### config.mk
export PLATFORM = sky130hd
export DESIGN_NAME = context_swap_controller
export DESIGN_NICKNAME = d
export VERILOG_FILES = /design/src/rtl/cpu_ctrl_pkg.sv /design/src/rtl/irq_pending_latch.sv /design/src/rtl/context_swap_controller.sv
export SDC_FILE = /design/constraint.sdc
export NUM_CORES = 1
export LEC_CHECK = 0
export CORE_MARGIN = 5
export CORE_UTILIZATION = 45
export DETAILED_ROUTE_END_ITERATION = 10
export PLACE_DENSITY_LB_ADDON = 0.05
export SETUP_SLACK_MARGIN = 0.2
export SYNTH_ARGS = -nofsm -noshare
export SYNTH_HDL_FRONTEND = slang
export SYNTH_SLANG_ARGS = --single-unit
### constraint.sdc
create_clock -name clk -period 2.7 [get_ports clk]
set_clock_uncertainty 0.1 [all_clocks]
set_input_delay 0.405 -clock clk [delete_from_list [all_inputs] [get_ports clk]]
set_output_delay 0.405 -clock clk [all_outputs]
set_load 0.005 [all_outputs]
### src/rtl/cpu_ctrl_pkg.sv
// Shared definitions for the privilege / context-swap controller: FSM states,
// trap cause codes, pc_operation encodings and the default handler vector.
package cpu_ctrl_pkg;

    typedef enum logic [2:0] {
        ST_KERNEL,
        ST_ENTER,
        ST_USER,
        ST_TRAP,
        ST_SAVE
    } ctx_state_e;

    localparam int unsigned CAUSE_QUANTUM  = 1;
    localparam int unsigned CAUSE_SYSCALL  = 2;
    localparam int unsigned CAUSE_IRQ_BASE = 8;

    localparam logic [1:0] PC_OP_NONE = 2'b00;
    localparam logic [1:0] PC_OP_SAVE = 2'b01;

    localparam logic [31:0] ISR_VECTOR_DEFAULT = 32'd1;

    localparam int unsigned QCNT_WIDTH = 16;

endpackage

### src/rtl/irq_pending_latch.sv
// Sticky IRQ pending bits with lowest-index priority and clear-on-take.
// Live irq levels are merged in so a request can be taken in the cycle it rises.
module irq_pending_latch #(
    parameter int unsigned IRQ_WIDTH = 4,
    parameter int unsigned IDX_WIDTH = 2
) (
    input  logic                 clk,
    input  logic                 rst_n,
    input  logic                 hlt,
    input  logic [IRQ_WIDTH-1:0] irq,
    input  logic                 take,
    output logic                 any_c,
    output logic [IDX_WIDTH-1:0] idx_c
);

    logic [IRQ_WIDTH-1:0] pend;
    logic [IRQ_WIDTH-1:0] merged;
    logic [IRQ_WIDTH-1:0] take_mask;

    assign merged = pend | irq;
    assign any_c  = |merged;

    // Descending scan so the lowest set index is the last one written.
    always_comb begin
        idx_c = '0;
        for (int i = IRQ_WIDTH - 1; i >= 0; i--) begin
            if (merged[i]) begin
                idx_c = IDX_WIDTH'(i);
            end
        end
    end

    always_comb begin
        take_mask = '0;
        if (take) begin
            take_mask[idx_c] = 1'b1;
        end
    end

    always_ff @(posedge clk) begin
        if (!rst_n) begin
            pend <= '0;
        end else if (!hlt) begin
            pend <= merged & ~take_mask;
        end
    end

endmodule

### src/rtl/context_swap_controller.sv
// Kernel/process context-swap controller in front of the register bank.
// Optional preemption quantum timer enabled by defining CTX_QUANTUM_TIMER_EN.
module context_swap_controller
    import cpu_ctrl_pkg::*;
#(
    parameter int unsigned DATA_WIDTH   = 32,
    parameter int unsigned INTRPT_WIDTH = 6,
    parameter int unsigned SIGNAL_WIDTH = 2,
    parameter int unsigned IRQ_WIDTH    = 4,
    parameter int unsigned QUANTUM      = 1024,
    parameter logic [DATA_WIDTH-1:0] ISR_VECTOR = DATA_WIDTH'(ISR_VECTOR_DEFAULT)
) (
    input  logic                    clk,
    input  logic                    rst_n,
    input  logic                    hlt,
    input  logic [IRQ_WIDTH-1:0]    irq,
    input  logic                    syscall,
    input  logic                    exec_user,
    input  logic                    resume,
    input  logic                    save_ctx,
    input  logic [DATA_WIDTH-1:0]   user_pc,
    input  logic [DATA_WIDTH-1:0]   pc_in,
    output logic [INTRPT_WIDTH-1:0] intrpt,
    output logic [SIGNAL_WIDTH-1:0] pc_operation,
    output logic [DATA_WIDTH-1:0]   PROC_PC,
    output logic                    read_shift_enabler,
    output logic                    write_shift_enabler,
    output logic                    pc_redirect,
    output logic [DATA_WIDTH-1:0]   redirect_addr,
    output logic                    user_mode
);

    localparam int unsigned IDX_WIDTH = (IRQ_WIDTH > 1) ? $clog2(IRQ_WIDTH) : 1;

    if (QUANTUM < 2 || QUANTUM > 65536) begin : g_bad_quantum
        $error("context_swap_controller: QUANTUM must lie in 2..65536");
    end

    ctx_state_e state;
    ctx_state_e state_d;

    logic                    irq_any_c;
    logic [IDX_WIDTH-1:0]    irq_idx_c;
    logic                    irq_take_c;
    logic                    quantum_exp_c;
    logic                    trap_c;

    logic [INTRPT_WIDTH-1:0] cause_q;
    logic [INTRPT_WIDTH-1:0] cause_d;
    logic [DATA_WIDTH-1:0]   trap_pc_q;
    logic [DATA_WIDTH-1:0]   trap_pc_d;
    logic [DATA_WIDTH-1:0]   target_q;
    logic [DATA_WIDTH-1:0]   target_d;

    logic [INTRPT_WIDTH-1:0] intrpt_d;
    logic [SIGNAL_WIDTH-1:0] pc_operation_d;
    logic [DATA_WIDTH-1:0]   proc_pc_d;
    logic                    enabler_d;
    logic                    pc_redirect_d;
    logic [DATA_WIDTH-1:0]   redirect_addr_d;
    logic                    user_mode_d;

    irq_pending_latch #(
        .IRQ_WIDTH (IRQ_WIDTH),
        .IDX_WIDTH (IDX_WIDTH)
    ) u_irq_pending (
        .clk   (clk),
        .rst_n (rst_n),
        .hlt   (hlt),
        .irq   (irq),
        .take  (irq_take_c),
        .any_c (irq_any_c),
        .idx_c (irq_idx_c)
    );

`ifdef CTX_QUANTUM_TIMER_EN
    localparam logic [QCNT_WIDTH-1:0] QUANTUM_RELOAD = QCNT_WIDTH'(QUANTUM - 1);

    logic [QCNT_WIDTH-1:0] quantum_cnt;

    // Reloaded on every entry to USER; parks at zero until the trap is taken.
    always_ff @(posedge clk) begin
        if (!rst_n) begin
            quantum_cnt <= '0;
        end else if (!hlt) begin
            if (state == ST_ENTER) begin
                quantum_cnt <= QUANTUM_RELOAD;
            end else if (state == ST_USER && quantum_cnt != '0) begin
                quantum_cnt <= quantum_cnt - QCNT_WIDTH'(1);
            end
        end
    end

    assign quantum_exp_c = (quantum_cnt == '0);
`else
    assign quantum_exp_c = 1'b0;
`endif

    assign trap_c = irq_any_c | syscall | quantum_exp_c;

    always_ff @(posedge clk) begin
        if (!rst_n) begin
            state <= ST_KERNEL;
        end else if (!hlt) begin
            state <= state_d;
        end
    end

    // Outputs are computed from the current state and registered, so each
    // state's outputs become visible on the edge that leaves that state.
    always_comb begin
        state_d         = state;
        irq_take_c      = 1'b0;
        cause_d         = cause_q;
        trap_pc_d       = trap_pc_q;
        target_d        = target_q;
        intrpt_d        = '0;
        pc_operation_d  = SIGNAL_WIDTH'(PC_OP_NONE);
        proc_pc_d       = PROC_PC;
        enabler_d       = 1'b0;
        pc_redirect_d   = 1'b0;
        redirect_addr_d = redirect_addr;
        user_mode_d     = 1'b0;

        case (state)
            ST_KERNEL: begin
                if (exec_user) begin
                    state_d  = ST_ENTER;
                    target_d = user_pc;
                end else if (resume) begin
                    state_d  = ST_ENTER;
                    target_d = PROC_PC;
                end else if (save_ctx) begin
                    state_d = ST_SAVE;
                end
            end
            ST_ENTER: begin
                state_d         = ST_USER;
                enabler_d       = 1'b1;
                pc_redirect_d   = 1'b1;
                redirect_addr_d = target_q;
            end
            ST_USER: begin
                enabler_d   = 1'b1;
                user_mode_d = 1'b1;
                if (trap_c) begin
                    state_d = ST_TRAP;
                    if (irq_any_c) begin
                        irq_take_c = 1'b1;
                        cause_d    = INTRPT_WIDTH'(CAUSE_IRQ_BASE) + INTRPT_WIDTH'(irq_idx_c);
                        trap_pc_d  = pc_in;
                    end else if (syscall) begin
                        cause_d   = INTRPT_WIDTH'(CAUSE_SYSCALL);
                        trap_pc_d = pc_in + DATA_WIDTH'(1);
                    end else begin
                        cause_d   = INTRPT_WIDTH'(CAUSE_QUANTUM);
                        trap_pc_d = pc_in;
                    end
                end
            end
            ST_TRAP: begin
                state_d         = ST_KERNEL;
                intrpt_d        = cause_q;
                proc_pc_d       = trap_pc_q;
                pc_redirect_d   = 1'b1;
                redirect_addr_d = ISR_VECTOR;
            end
            ST_SAVE: begin
                state_d        = ST_KERNEL;
                pc_operation_d = SIGNAL_WIDTH'(PC_OP_SAVE);
            end
            default: begin
                state_d = ST_KERNEL;
            end
        endcase
    end

    // Halt holds levels but drops the one-cycle strobes.
    always_ff @(posedge clk) begin
        if (!rst_n) begin
            cause_q             <= '0;
            trap_pc_q           <= '0;
            target_q            <= '0;
            intrpt              <= '0;
            pc_operation        <= '0;
            PROC_PC             <= '0;
            read_shift_enabler  <= 1'b0;
            write_shift_enabler <= 1'b0;
            pc_redirect         <= 1'b0;
            redirect_addr       <= '0;
            user_mode           <= 1'b0;
        end else if (!hlt) begin
            cause_q             <= cause_d;
            trap_pc_q           <= trap_pc_d;
            target_q            <= target_d;
            intrpt              <= intrpt_d;
            pc_operation        <= pc_operation_d;
            PROC_PC             <= proc_pc_d;
            read_shift_enabler  <= enabler_d;
            write_shift_enabler <= enabler_d;
            pc_redirect         <= pc_redirect_d;
            redirect_addr       <= redirect_addr_d;
            user_mode           <= user_mode_d;
        end else begin
            intrpt       <= '0;
            pc_operation <= SIGNAL_WIDTH'(PC_OP_NONE);
            pc_redirect  <= 1'b0;
        end
    end

endmodule

==> results_dict.tcl <==
set metrics [dict create \
    drt_iter0_markers 348 \
    grt_first_pass_wirelength_mm 26.5 \
    rows 42 \
    synth_seq_area_share_pct 48.2 \
    die_area_um2 15800 \
    status "complete, no violations" \
    path_class "in2reg" \
    firstDrtPassIters 6 \
    holdCritPathClass "reg2reg" \
    p_leak_nw 2.97 \
    antenna_found_initial 0 \
    cts_hold_buf 0 \
    synthCells 682 \
    grt-busiest-layer "met2" \
    endpoint_kind "flop" \
    drv_cap 0 \
    clk_pin_slew_ns 0.06 \
    wl_per_cell_um 16.1 \
    instances_no_fill 1007 \
    dp_cells 977 \
    design.core.area_um2 13200 \
    rr_worst_depth 5 \
    crit_path_top_delay_cell "or4_4" \
    wirelength_mm 16.2 \
    cts_htree_levels 4 \
    gr-usage-met1_pct 28.4 \
    cp-endpoint "trap_pc_q[31]$_SDFFE_PN0P_" \
    switchingPower_mw 1.14 \
    die-width_um 126 \
    met3_usage_pct 4.95 \
    yosysTopAreaCellShare_pct 48.2 \
    synth_top_cell_by_area "dfxtp_1" \
    area_delta_synth_final_pct 38.2 \
    power_density_nw_per_um2 631 \
    reg2reg_to "trap_pc_q[31]$_SDFFE_PN0P_" \
    diodes 0 \
    route.detailed.drc 0 \
    rrSetupSlack_ns 0.35 \
    intPower_mw 4.12 \
    crit_start "irq[1]" \
    r2r-start "u_irq_pending.pend[0]$_SDFFE_PN0N_" \
    synth.most_common_cell "dfxtp_1" \
    synth-seq-cells 145 \
    post_cts_resized 0 \
    hpwl_mm 12.0 \
    syn_avg_cell_area_um2 8.84 \
    cts_root_buffer "clkbuf_16" \
    crit_top_cell "or4_4" \
    combPwrFrac_pct 9.5 \
    vdd_drop_max_v 0.000456 \
    worstPathArrival_ns 2.57 \
    synth_flop_cell "dfxtp_1" \
    netlist_top_cells_count "dfxtp_1, nand2_1, a21oi_1" \
    tightest_slew_ns 1.31 \
    netlist_area_um2 6030 \
    clk_latency_ns 0.41 \
    cts_setup_buffers 0 \
    power_frac_clock_pct 47.1 \
    cp-start-kind "primary input" \
    grt_max_degree 97 \
    dieHeight_um 126 \
    cts_tree "done" \
    async_flop_share_pct 0 \
    rsz0062_at_grt "false" \
    p_seq_share_pct 43.4 \
    max_freq_mhz 421 \
    avgViaCountPerCell 5.29 \
    fin_crit_ns 2.37 \
    numCtsBuffers 17 \
    slew_violations 0 \
    synth-edff-count 0 \
    required_ns 2.90 \
    hold_violations 0 \
    route.vias.total 5328 \
    setup_viol 0 \
    start_util_pct 45.7 \
    slew-limit-headroom_pct 12.6 \
    use_met2_pct 31.2 \
    netSwitchingFraction_pct 21.6 \
    grt_overflow_total 0 \
    synth_area_leaders "dfxtp_1, a21oi_1, nand2_1" \
    track_usage_pct 20.4 \
    numPortBuffers 146 \
    cts.sinks 145 \
    path_cells "clkdlybuf4s50_1, or4_4, or4_4, nor4_1, xnor2_1, o2bb2ai_1" \
    period_share_pct 87.9 \
    path_max_fanout 11 \
    drive_gt1_share_pct 8.42 \
    final_nets 896 \
    tns_ns 0 \
    cpPeakStageDelay_ns 0.65 \
    synth_cell_types 43 \
    synth.yosys.warnings 0 \
    fillers 1158 \
    grt_pass1_vias 5170 \
    ant_nets 0 \
    routabilityCongestion 0.914 \
    io_pins 151 \
    clockBufferDepth 2 \
]
[placed cells by master, fill, tap and decap left out, drive strengths merged, types with 2 or more instances in the layout]
master           n
clkinv           5
xnor2           17
and4             7
nor2            52
and2             6
clkinvlp         2
nand4           13
clkdlybuf4s50  145
nand3           12
buf             26
a211oi          36
bufinv           5
mux2i           32
conb             4
clkbuf          18
nand2           98
a311oi           2
a21oi           80
inv              5
or4              2
dfxtp          145
nand3b          16
and3             7
xor2            14
o2bb2ai          7
o21ai           25
nor4             9
nor3            14
a22o            16
a31oi            2
[critical path, delay by kind of cell]
kind | cells | cell delay, ns
xor gates and xnor gates | 1 | 0.16
and+or+nand+nor | 3 | 1.50
AOI/OAI and AO/OA | 1 | 0.08
buffers and inverters | 1 | 0.42
[power groups by stage]
| stage | clock, mW | combinational [mW] | sequential, mW |
|---|---|---|---|
| 2_1_floorplan | 0 | 0.277 | 2.30 |
| 3_3_place_gp | 0 | 0.490 | 2.32 |
| 3_5_place_dp | 0 | 0.498 | 2.32 |
| 4_1_cts | 2.52 | 0.501 | 2.28 |
| 5_1_grt | 2.62 | 0.554 | 2.29 |
| 6_report | 2.48 | 0.502 | 2.28 |
[final cells by class]
class                           count  area (µm²)  share of cell area (%)
Clock inverter                     12         190                    2.28
Multi-Input combinational cell    480        2880                    34.6
Clock buffer                       18         439                    5.27
Sequential cell                   145        2900                    34.8
Timing Repair Buffer              171        1680                    20.2
Inverter                            5        18.8                   0.225
Tap cell                          176         220                    2.64
[worst min path at each step]
stage | startpoint | cells past startpoint | endpoint | slack [ns]
floorplan | trap_pc_q[10]$_SDFFE_PN0P_ | 2 | PROC_PC[10]$_SDFFE_PN0P_ | 0.33
global placement | redirect_addr[2]$_SDFFE_PN0P_ | 2 | redirect_addr[2]$_SDFFE_PN0P_ | 0.34
detailed placement | trap_pc_q[18]$_SDFFE_PN0P_ | 2 | PROC_PC[18]$_SDFFE_PN0P_ | 0.34
CTS | trap_pc_q[18]$_SDFFE_PN0P_ | 2 | PROC_PC[18]$_SDFFE_PN0P_ | 0.35
global route | trap_pc_q[18]$_SDFFE_PN0P_ | 2 | PROC_PC[18]$_SDFFE_PN0P_ | 0.37
finish | trap_pc_q[18]$_SDFFE_PN0P_ | 2 | PROC_PC[18]$_SDFFE_PN0P_ | 0.35
[per-stage QoR]
step                      hold slack [ns]  setup slack (ns)  total power, mW  util [%]  instance area, µm²
after detailed placement            0.343            -0.104             2.82      58.4                7700
after floorplan                     0.329             0.392             2.58         -                6040
after CTS                           0.353             0.341             5.30      63.2                8330
final                               0.350             0.327             5.26      63.2                8330
after global routing                0.367             0.245             5.46      63.2                8330
after global placement              0.342           -0.0960             2.81      58.4                7700
[layer usage]
metal / share of wire, % / routed length [µm] / vias to the layer above
met3: 5.3 / 854 / 23
met1: 48 / 7860 / 2430
met5: 0 / 0 / -
met4: 1.7 / 276 / 0
li1: - / - / 2701
met2: 45 / 7230 / 174
[cell families after synthesis]
| group | after synthesis | share of synthesized area, % |
|---|---|---|
| AND/OR/NAND/NOR | 241 | 19.7 |
| AO/OA/AOI/OAI | 171 | 17.6 |
| flip-flops | 145 | 48.2 |
| buffers and inverters | 60 | 4.44 |
| multiplexers | 32 | 5.31 |
| XOR/XNOR | 31 | 4.50 |
| adder cells (fa/ha/maj) | 1 | 0.208 |
| other | 1 | 0.0622 |
[state kept, by name (all words and copies together), names as in the netlist]
name and count:
intrpt 3, target_q 32, pc_redirect 1, write_shift_enabler 1, u_irq_pending.pend 4, PROC_PC 32
cause_q 3, state 3, trap_pc_q 32, pc_operation 1, redirect_addr 32, user_mode 1
(Power assumes the default switching activity.)
==> edit 1: new RTL, same settings <==
Build with the macro `CTX_QUANTUM_TIMER_EN` defined.
--- a/src/rtl/context_swap_controller.sv
+++ b/src/rtl/context_swap_controller.sv
@@ -1,5 +1,7 @@
 // Kernel/process context-swap controller in front of the register bank.
 // Optional preemption quantum timer enabled by defining CTX_QUANTUM_TIMER_EN.
+`define CTX_QUANTUM_TIMER_EN
+
 module context_swap_controller
     import cpu_ctrl_pkg::*;
 #(
Behaviour: no difference found for any inputs over 4 cycles, from zero or initial values and one cycle with rst_n low; that may be too few to reach the edited logic, so the function may still have changed.
==> edit 1 against the original RTL <==
Routed wire length rose by 22%; final area increased by 11%; synthesized cell count is 17% higher; sequential cell count increased by 16; largest cell class is now multi-input combinational cells; synthesized area grew 13%; core utilization decreased by 1.6 points; power grew 8.1%; global-route usage grew 1.5 points; non-clock buffer count is 13 higher; via count is 18% higher; setup slack got worse by 49 ps; sequential power up 14%; fmax is 2.0% lower.
==> edit 1: results (changes against the original RTL) <==
stage	metric	value	unit	change
power_and_ir_drop	peak supply drop	442	uV	was 456 uV
final_layout	buffering overhead	20.3	%	was 20.2%
logic_synthesis	Post-Synth XOR/XNOR Area	5.27	%	was 4.50%
timing	Hold Slack	355	ps	was 350 ps
routing	Iteration-0 DRC Markers	495		was 348
hold_path	worst hold endpoint	redirect_addr[18]$_SDFFE_PN0P_		was PROC_PC[18]$_SDFFE_PN0P_
final_layout	Inverters	7		was 5
placement	GPL Wtd Cong	0.866		was 0.914
logic_synthesis	Adder-Cell Fraction of Synth Area	0.368	%	was 0.208%
global_route	global-route wire length before repair	31700	um	was 26500 um
placement	pre-CTS WS	5.60	ps	was -104 ps
global_route	GRT met1 Usage	30.1	%	was 28.4%
placement	hpwl dp	14100	um	was 12000 um
logic_synthesis	register area share after synthesis	47.3	%	was 48.2%
routing	Wirelength per Cell	17.2	um	was 16.1 um
timing	worst setup margin	278	ps	was 327 ps
critical_path	CP Max Fanout	16		was 11
logic_synthesis	portion of netlist area occupied by mux cells	4.85	%	was 5.31%
logic_synthesis	Syn Area/Cell	8.53	um2	was 8.84 um2
final_layout	Clock-cell share	5.84	%	was 7.55%
final_layout	sequential share of cell area	34.8	%	about the same
hold_path	hold_sp	target_q[18]$_SDFFE_PN0P_		was trap_pc_q[18]$_SDFFE_PN0P_
logic_synthesis	Netlist cell types	46		was 43
cts	clock sinks	161		was 145
final_layout	cell area after layout	9260	um2	was 8330 um2
timing	Slew @ Worst Pin	571	ps	was 1310 ps
global_route	largest net degree at the start of global routing	65		was 97
logic_synthesis	commonest cells in the netlist	161 x dfxtp_1, 117 x nand2_1, 91 x a21oi_1		was 145 x dfxtp_1, 98 x nand2_1, 78 x a21oi_1
cts	number of post-CTS setup repair buffers	2		was 0
global_route	vias in the first global route	6033		was 5170
floorplan	chip width	133	um	was 126 um
power_and_ir_drop	Pint	4.11	mW	was 4.12 mW
critical_path	crit path capture	trap_pc_q[5]$_SDFFE_PN0P_		was trap_pc_q[31]$_SDFFE_PN0P_
run_status	outcome	finished, final reports clean		unchanged
global_route	M2 GR Usage	35.8	%	was 31.2%
final_layout	Final #Nets	1022		was 896
final_layout	Fillers	1302		was 1158
critical_path	CP startpoint	quantum_cnt[7]$_SDFFE_PN0P_		was irq[1]
placement	Placed Area	8540	um2	was 7700 um2
routing	routed vias/inst	5.48		was 5.29
## edit 1: metal layers
metal	vias up	wire, um
met5	-	0
met4	0	219
met3	14	824
met2	159	9560
met1	3001	9160
li1	3104	-
## edit 1: power by group through the flow
stage	logic (mW)	clock network, mW	registers, mW
final	0.890	2.21	2.59
after global placement	0.816	0	2.63
after CTS	0.846	2.24	2.58
after global routing	0.978	2.34	2.60
after floorplan	0.512	0	2.61
after detailed placement	0.834	0	2.63
## edit 1: cells by family after synthesis
group | after synthesis
AO/OA/AOI/OAI | 197
XOR/XNOR | 41
adder cells (fa/ha/maj) | 2
buffers and inverters | 66
flip-flops | 161
multiplexers | 33
other | 1
AND/OR/NAND/NOR | 297
## edit 1: worst reg2reg max path: cells and delay by family, from the launching register on
kind	cells	cell delay, ps
buffers and inverters	3	460
AO/OA/AOI/OAI	2	260
AND/OR/NAND/NOR	2	1160
flip-flops	1	340
==> edit 2: new RTL, same settings <==
Made on the original files. The 5 states of `ctx_state_e` get a one-hot encoding in 5 bits.
--- a/src/rtl/cpu_ctrl_pkg.sv
+++ b/src/rtl/cpu_ctrl_pkg.sv
@@ -2,12 +2,12 @@
 // trap cause codes, pc_operation encodings and the default handler vector.
 package cpu_ctrl_pkg;
 
-    typedef enum logic [2:0] {
-        ST_KERNEL,
-        ST_ENTER,
-        ST_USER,
-        ST_TRAP,
-        ST_SAVE
+    typedef enum logic [4:0] {
+        ST_KERNEL = 5'b00001,
+        ST_ENTER  = 5'b00010,
+        ST_USER   = 5'b00100,
+        ST_TRAP   = 5'b01000,
+        ST_SAVE   = 5'b10000
     } ctx_state_e;
 
     localparam int unsigned CAUSE_QUANTUM  = 1;
Function: no difference found for any inputs over 4 cycles, from zero or initial values and one cycle with rst_n low; so few cycles prove little.
==> edit 2 against the original RTL <==
Power decreased by 1.6%; fmax decreased by 4.5%; routed wire length increased by 4.4%; via count increased by 3.3%; setup slack got worse by 110 ps; first-iteration DRC count increased by 24%; largest power group unchanged; sequential cell count increased by 2; critical path depth increased by 1; core utilization decreased by 0.11 points; critical path type unchanged; register-to-register slack got worse by 110 ps; combinational power decreased by 11%; final area increased by 0.23%; synthesized area increased by 0.66%; sequential share of layout area increased by 0.40 points.
==> edit 2: results (changes against the original RTL) <==
stage	metric	value	unit	change
power_and_ir_drop	leak pwr	3.01	nW	was 2.97 nW
power_and_ir_drop	Pwr Density	619	nW/um2	was 631 nW/um2
final_layout	Final #Nets	903		was 896
critical_path	Critical Path AT	2700	ps	was 2570 ps
placement	hpwl dp	12300	um	was 12000 um
logic_synthesis	Post-Synth XOR/XNOR Area	4.62	%	was 4.50%
routing	Met3 Wirelength	816	um	was 854 um
final_layout	Fillers	1205		was 1158
global_route	vias in the first global route	5293		was 5170
routing	Iteration-0 DRC Markers	431		was 348
critical_path	crit path capture	target_q[7]$_SDFFE_PN0P_		was trap_pc_q[31]$_SDFFE_PN0P_
floorplan	Core Region	13200	um2	about the same
critical_path	CP Max Fanout	65		was 11
global_route	largest net degree at the start of global routing	66		was 97
final_layout	area taken by multi-input logic gates	2890	um2	was 2880 um2
critical_path	Worst path max stage delay	550	ps	was 650 ps
logic_synthesis	portion of netlist area occupied by mux cells	5.44	%	was 5.31%
final_layout	buffering overhead	19.8	%	was 20.2%
logic_synthesis	Compound-Gate Fraction of Synth Area	18.3	%	was 17.6%
routing	DR vias	5505		was 5328
final_layout	layout cells sized above 1	7.39	%	was 8.42%
hold_path	hold_sp	trap_pc_q[5]$_SDFFE_PN0P_		was trap_pc_q[18]$_SDFFE_PN0P_
routing	Post-Route M1 WL	7840	um	was 7860 um
power_and_ir_drop	Clock power frac	47.3	%	was 47.1%
critical_path	Worst Reg-to-Reg Cells	6		was 5
critical_path	reg2reg setup slack	240	ps	was 350 ps
logic_synthesis	Adder-Cell Fraction of Synth Area	0.206	%	was 0.208%
global_route	GRT met1 Usage	28.4	%	about the same
routing	drt first pass iters	5		was 6
run_status	outcome	finished, final reports clean		unchanged
final_layout	sequential share of cell area	35.2	%	was 34.8%
global_route	total track usage	21.0	%	was 20.4%
## edit 2: cell types whose count changed after synthesis, sizes merged, moves of 4 or more
cell / change
a22oi: +12
clkbuf: -6
nand2: -15
a21oi: -4
buf: +8
nand3b: -16
o21ai: +7
nor2: +21
o2bb2ai: -7
## edit 2: through the flow
step / instances / setup WS [ps] / hold slack (ps) / total power [mW] / TNS [ps]
floorplan: 694 / 580 / 329 / 2.56 / 0
global placement: 983 / -54.3 / 343 / 2.76 / -826
detailed placement: 983 / -75.7 / 342 / 2.77 / -1630
CTS: 1014 / 283 / 355 / 5.20 / 0
global route: 1015 / 118 / 373 / 5.36 / 0
finish: 1015 / 215 / 353 / 5.17 / 0
## edit 2: worst min-delay path: cells and delay by family (launching register included)
family,cells,cell delay (ps)
and+or+nand+nor,1,50
DFF,1,310
AOI/OAI and AO/OA,1,50
## edit 2: timing repair
action                                  4_1_cts  5_1_grt
hold buffers                                  0        0
gates resized for setup                       0        1
endpoints found under the setup margin        0       34
